$ cat src/rtl/conv_pkg.sv
// Shared types and constant tables for the sequenced 4x4 / 3x3 convolver.
// Kernels are stored with bit 8 as tap (0,0), row-major down to bit 0.
package conv_pkg;

    typedef enum logic [1:0] {
        IDLE,
        LOAD,
        CALC,
        DONE
    } state_t;

    localparam logic [3:0][8:0] KERNELS = {
        9'b111111111,
        9'b111000111,
        9'b000010111,
        9'b100110000
    };

    localparam logic [3:0][3:0] ORIGINS = {
        4'd5,
        4'd4,
        4'd1,
        4'd0
    };

    localparam int DEF_THRESH = 40;

    // Pixel offset of tap t relative to a window origin (4 pixels per row).
    function automatic logic [3:0] tap_off(input logic [3:0] t);
        case (t)
            4'd0:    tap_off = 4'd0;
            4'd1:    tap_off = 4'd1;
            4'd2:    tap_off = 4'd2;
            4'd3:    tap_off = 4'd4;
            4'd4:    tap_off = 4'd5;
            4'd5:    tap_off = 4'd6;
            4'd6:    tap_off = 4'd8;
            4'd7:    tap_off = 4'd9;
            4'd8:    tap_off = 4'd10;
            default: tap_off = 4'd0;
        endcase
    endfunction

endpackage

$ cat src/rtl/conv_mac.sv
// Single shared multiply-accumulate step for a binary kernel tap.
// Purely combinational; the sequencer owns the accumulator register.
module conv_mac
    import conv_pkg::*;
#(
    parameter int PIX_W = 5,
    parameter int OUT_W = 9
) (
    input  logic             clear,
    input  logic [PIX_W-1:0] pixel,
    input  logic             kbit,
    input  logic [OUT_W-1:0] acc_in,
    output logic [OUT_W-1:0] acc_out
);

    // A binary kernel turns the multiply into a gated add.
    always_comb begin
        acc_out = (clear ? '0 : acc_in) + (kbit ? OUT_W'(pixel) : '0);
    end

endmodule

$ cat src/rtl/conv_sequencer.sv
// Clocked convolution controller: buffers 16 pixels, then walks 4 windows
// x 9 taps through one MAC, registering each window sum and a threshold flag.
module conv_sequencer
    import conv_pkg::*;
#(
    parameter int PIX_W  = 5,
    parameter int OUT_W  = 9,
    parameter int THRESH = DEF_THRESH
) (
    input  logic             clk,
    input  logic             rst,
    input  logic             start,
    input  logic [1:0]       m,
    input  logic             reload,
    input  logic [PIX_W-1:0] pix_in,
    input  logic             pix_valid,
    output logic             pix_ready,
    output logic             busy,
    output logic             done,
    output logic [OUT_W-1:0] out0,
    output logic [OUT_W-1:0] out1,
    output logic [OUT_W-1:0] out2,
    output logic [OUT_W-1:0] out3,
    output logic             ans
);

    localparam int TOT_W = 11;

    state_t           state_q;
    state_t           state_d;
    logic [3:0]       pix_cnt;
    logic [1:0]       win_q;
    logic [3:0]       tap_q;
    logic [1:0]       mode_q;
    logic             buf_valid;
    logic [OUT_W-1:0] acc_q;
    logic [OUT_W-1:0] acc_next;
    logic [TOT_W-1:0] total_q;
    logic [TOT_W-1:0] tot_next;
    logic [PIX_W-1:0] buf_q [16];
    logic [3:0]       pix_idx;
    logic [8:0]       kmask;
    logic [3:0]       kidx;
    logic             kbit;
    logic             last_tap;

    assign last_tap = (tap_q == 4'd8);
    assign pix_idx  = ORIGINS[win_q] + tap_off(tap_q);
    assign kmask    = KERNELS[mode_q];
    assign kidx     = 4'd8 - tap_q;
    assign kbit     = kmask[kidx];

    conv_mac #(
        .PIX_W(PIX_W),
        .OUT_W(OUT_W)
    ) u_mac (
        .clear  (tap_q == 4'd0),
        .pixel  (buf_q[pix_idx]),
        .kbit   (kbit),
        .acc_in (acc_q),
        .acc_out(acc_next)
    );

    // Running total restarts with window 0 so no separate clear is needed.
    always_comb begin
        tot_next = (win_q == 2'd0 ? '0 : total_q) + TOT_W'(acc_next);
    end

    // State register.
    always_ff @(posedge clk) begin
        if (rst) state_q <= IDLE;
        else     state_q <= state_d;
    end

    // Next-state logic.
    always_comb begin
        state_d = state_q;
        unique case (state_q)
            IDLE: if (start) state_d = (reload || !buf_valid) ? LOAD : CALC;
            LOAD: if (pix_valid && pix_cnt == 4'd15) state_d = CALC;
            CALC: if (win_q == 2'd3 && last_tap) state_d = DONE;
            DONE: state_d = IDLE;
        endcase
    end

    // Handshake and status outputs decoded from state.
    always_comb begin
        pix_ready = (state_q == LOAD);
        busy      = (state_q != IDLE);
        done      = (state_q == DONE);
    end

    // Pixel buffer; contents after reset are irrelevant since buf_valid drops.
    always_ff @(posedge clk) begin
        if (state_q == LOAD && pix_valid) buf_q[pix_cnt] <= pix_in;
    end

    // Counters, accumulator and result registers.
    always_ff @(posedge clk) begin
        if (rst) begin
            pix_cnt   <= '0;
            win_q     <= '0;
            tap_q     <= '0;
            mode_q    <= '0;
            buf_valid <= 1'b0;
            acc_q     <= '0;
            total_q   <= '0;
            out0      <= '0;
            out1      <= '0;
            out2      <= '0;
            out3      <= '0;
            ans       <= 1'b0;
        end else begin
            unique case (state_q)
                IDLE: begin
                    if (start) begin
                        mode_q  <= m;
                        pix_cnt <= '0;
                        win_q   <= '0;
                        tap_q   <= '0;
                    end
                end
                LOAD: begin
                    if (pix_valid) begin
                        pix_cnt <= pix_cnt + 4'd1;
                        if (pix_cnt == 4'd15) buf_valid <= 1'b1;
                    end
                end
                CALC: begin
                    acc_q <= acc_next;
                    if (last_tap) begin
                        tap_q   <= '0;
                        win_q   <= win_q + 2'd1;
                        total_q <= tot_next;
                        unique case (win_q)
                            2'd0: out0 <= acc_next;
                            2'd1: out1 <= acc_next;
                            2'd2: out2 <= acc_next;
                            2'd3: begin
                                out3 <= acc_next;
                                ans  <= (tot_next > TOT_W'(THRESH));
                            end
                        endcase
                    end else begin
                        tap_q <= tap_q + 4'd1;
                    end
                end
                DONE: ;
            endcase
        end
    end

endmodule

$ cat config.mk
export PLATFORM = sky130hd
export DESIGN_NAME = conv_sequencer
export DESIGN_NICKNAME = d
export VERILOG_FILES = /design/src/rtl/conv_pkg.sv /design/src/rtl/conv_mac.sv /design/src/rtl/conv_sequencer.sv
export SDC_FILE = /design/constraint.sdc
export NUM_CORES = 1
export LEC_CHECK = 0
export BUFFER_PORTS_ARGS = -buffer_cell sky130_fd_sc_hd__clkbuf_2
export CAP_MARGIN = 10
export CORE_UTILIZATION = 45
export DETAILED_ROUTE_END_ITERATION = 10
export PLACE_DENSITY = 0.7
export SLEW_MARGIN = 20
export SYNTH_ARGS = -nofsm -noshare
export SYNTH_HDL_FRONTEND = slang
export SYNTH_SLANG_ARGS = --single-unit
$ cat constraint.sdc
create_clock -name clk -period 8.1 [get_ports clk]
set_clock_uncertainty 0.15 [all_clocks]
set_input_delay 0.81 -clock clk [delete_from_list [all_inputs] [get_ports clk]]
set_output_delay 0.81 -clock clk [all_outputs]
set_load 0.02 [all_outputs]
==> results.cfg <==
[status]
status = finished clean

[synth]
syn_inst = 694
synth_edf_count = 80
synthAdderAreaFrac_pct = 7.25
synth_mux_area_share_pct = 8.45
yosysUniqueCellTypes = 58
ys_warn_count = 0
avgSynthCellArea_um2 = 10.7
syn_area_mm2 = 0.00746
synth_ff_type = edfxtp_1
ys_seq_area_share_pct = 52.6
synth_top_family_by_area = simple AND/OR/NAND/NOR gates
synth_nets = 748
synth-compound-area-share_pct = 10.5
synthArstFlopShare_pct = 0
ys_ff_latch = 156
synthXorXnorAreaFrac_pct = 2.25
synthSimpleGateAreaFrac_pct = 15.9

[sta]
rsz0062_at_grt = false
setup_viol = 0
slew_viol_final = 0
max_slew.worst_pin.slew_ps = 946
fin_tns_setup_ps = 0
clock.fmax_mhz = 169
final_hold_viol_count = 0
min_period_ps = 5920
min_period_over_period_pct = 73.0
maxSlewHeadroom_pct = 36.5

[setup_path]
r2r_end = ans$_SDFFE_PP0P_
cp-start-kind = flop
cp_top_family = compound AO/OA/AOI/OAI gates
path_class = flop to flop
reg2regPathDepth = 20
critPathBufInv = 1
endpoint_kind = flop
r2r-start = win_q[0]$_SDFFE_PP0P_
crit_fanout = 13
cp_cell_sequence = ha_1, buf_4, mux4_2, mux2i_1, nand2_1, and3_1, ha_1, a21o_1, a21oi_1, o21ai_1, and4b_1, xnor2_1, nor2_1, ha_1, a21oi_1, a21boi_0, a211o_1, xnor2_1, nor4b_1, a21oi_1
cpPeakStageDelay_ps = 630
slowest_stage = ha_1
startpoint = win_q[0]$_SDFFE_PP0P_
cp.arrival_ps = 6070
rrSetupSlack_ps = 2180
worstPathRequired_ps = 8250

[floorplanning]
die_h_um = 131
dieArea_mm2 = 0.0171
start_util_pct = 46.4
io_pins = 52
core_area_mm2 = 0.0161
dieWidth_um = 131
rows = 46

[cts]
cts_hold_buf = 0
cts_tree = yes
cts_setup_buffers = 0
htree_levels = 4
clock-sinks = 156
clock_latency_ps = 430
clk_pin_slew_ps = 60
cts-resized-gates = 0
cts_root_buffer = clkbuf_16
cts_buffers = 17
clock_path_buffers = 2

[layout]
synthToLayoutAreaGrowth_pct = 13.4
final_common_cell = nand2_1
fin_nets = 789
drive_gt1_share_pct = 15.1
fillers = 1392
diodes = 0
fin_area_mm2 = 0.00846
final_cell_mix = nand2_1 (82), edfxtp_1 (80), nor2_1 (79)

[pwr]
pwr-share-clk_pct = 36.9
p_sw_uw = 631
p_seq_share_pct = 41.0
p_leak_nw = 3.07
p_comb_share_pct = 22.1
swShare_pct = 29.9
power.density_mw_per_mm2 = 250
p_int_mw = 1.48
ir_drop_mv = 0.183

[drt]
drt_iter0_drc = 391
vias = 5302
routed_via_density = 5.50
ant_nets = 0
drc = 0
wire_per_inst_um = 16.8
routed_wl_mm = 16.2
firstDrtPassIters = 5

[min_path]
hold-path-endpoint = total_q[1]$_SDFFE_PP0P_
hp-class = flop to flop
min_path_cells = 2
hp-start = total_q[1]$_SDFFE_PP0P_

[global_routing]
grt_pass1_vias = 5042
grt-ovfl-total = 0
grt_pass1_wl_mm = 26.0
grt_max_degree = 67
antenna_found_initial = 0
grt_use_total_pct = 20.4

[place]
gp_congestion = 0.962
port_buffers = 51
dp_hpwl_mm = 11.3
placed_area_mm2 = 0.00788

[job]
drv_cap = 0
==> state kept, by name, summed over array words and instances, names as in the netlist, named ones only <==
| name | cells |
|---|---|
| win_q | 2 |
| out1 | 9 |
| out2 | 9 |
| buf_q | 80 |
| buf_valid | 1 |
| pix_cnt | 4 |
| ans | 1 |
| out3 | 9 |
| state_q | 2 |
| mode_q | 2 |
| tap_q | 4 |
| acc_q | 9 |
| out0 | 9 |
| total_q | 11 |
==> metal layers <==
metal | share of wire [%] | global-route usage [%]
met5 | 0 | 0
met4 | 2.1 | 8.32
met3 | 4.6 | 5.05
met2 | 49 | 34.0
met1 | 45 | 25.3
==> worst max path at each step <==
stage,slack [ps],to,cells after the start
2_1_floorplan,3060,ans$_SDFFE_PP0P_,22
3_3_place_gp,2410,ans$_SDFFE_PP0P_,21
3_5_place_dp,2220,ans$_SDFFE_PP0P_,21
4_1_cts,2180,ans$_SDFFE_PP0P_,21
5_1_grt,1710,ans$_SDFFE_PP0P_,21
6_report,2180,ans$_SDFFE_PP0P_,20
==> Yosys cell counts (2+ instances only) <==
library cell  count  share of area, %
nand3_1          27               1.8
inv_1            24               1.2
nor2_1           79               4.0
a211oi_1         13               1.3
clkbuf_1         23               1.2
nor3_1           11              0.74
and3_1           11              0.92
o21bai_1          2              0.20
and2_1            8              0.67
dfxtp_1          76                20
a21o_1            4              0.40
o21ai_1          15               1.0
fa_1              2              0.54
xor2_1            7              0.82
buf_1             3              0.15
edfxtp_1         80                32
nand4_1           2              0.17
a22oi_1           2              0.20
a21oi_1          55               3.7
nand3b_1          3              0.30
nand2_1          82               4.1
ha_1             40               6.7
buf_2             6              0.40
nand2b_1          9              0.75
mux2i_1          18               2.4
a211o_1           2              0.23
mux4_2           20               6.0
nor2b_1          13               1.1
xnor2_1           9               1.1
a31oi_1           3              0.25
o211ai_1          4              0.40
nor3b_1           4              0.40
o21ai_0          12              0.81
==> power groups by stage <==
stage | registers [mW] | logic [mW] | clock network (mW)
6_report | 0.867 | 0.466 | 0.779
5_1_grt | 0.870 | 0.515 | 0.823
3_5_place_dp | 0.884 | 0.457 | 0
2_1_floorplan | 0.878 | 0.336 | 0
4_1_cts | 0.867 | 0.464 | 0.788
3_3_place_gp | 0.882 | 0.441 | 0
==> worst register-to-register path, cell delays in order, from the launching register on <==
cell	delay (ps)
dfxtp_1	360
ha_1	630
buf_4	370
mux4_2	540
mux2i_1	150
nand2_1	70
and3_1	210
ha_1	300
a21o_1	180
a21oi_1	250
o21ai_1	170
and4b_1	270
xnor2_1	390
nor2_1	90
ha_1	430
a21oi_1	240
a21boi_0	140
a211o_1	330
xnor2_1	140
nor4b_1	280
a21oi_1	110
==> cells by family after synthesis <==
family                   after synthesis
buffers and inverters                 57
AND/OR/NAND/NOR                      258
AO/OA/AOI/OAI                        126
adder cells (fa/ha/maj)               42
flip-flops                           156
XOR/XNOR                              17
multiplexers                          38
==> final cells by class <==
cell class,count,area (µm²),area share [%]
Inverter,24,90.1,1.06
Timing Repair Buffer,55,285,3.37
Tap cell,216,270,3.19
Sequential cell,156,3920,46.4
Multi-Input combinational cell,481,3310,39.1
Clock buffer,24,504,5.96
Clock inverter,8,81.3,0.961
==> per-stage QoR <==
stage	cells	util, %	hold slack [ps]	worst slack (ps)	total power [mW]
2_1_floorplan	694	-	282	3060	1.21
3_3_place_gp	932	49.0	288	2410	1.32
3_5_place_dp	932	49.0	299	2220	1.34
4_1_cts	964	52.7	306	2180	2.12
5_1_grt	964	52.7	328	1710	2.21
6_report	964	52.7	304	2180	2.11
(Power assumes the default switching activity.)
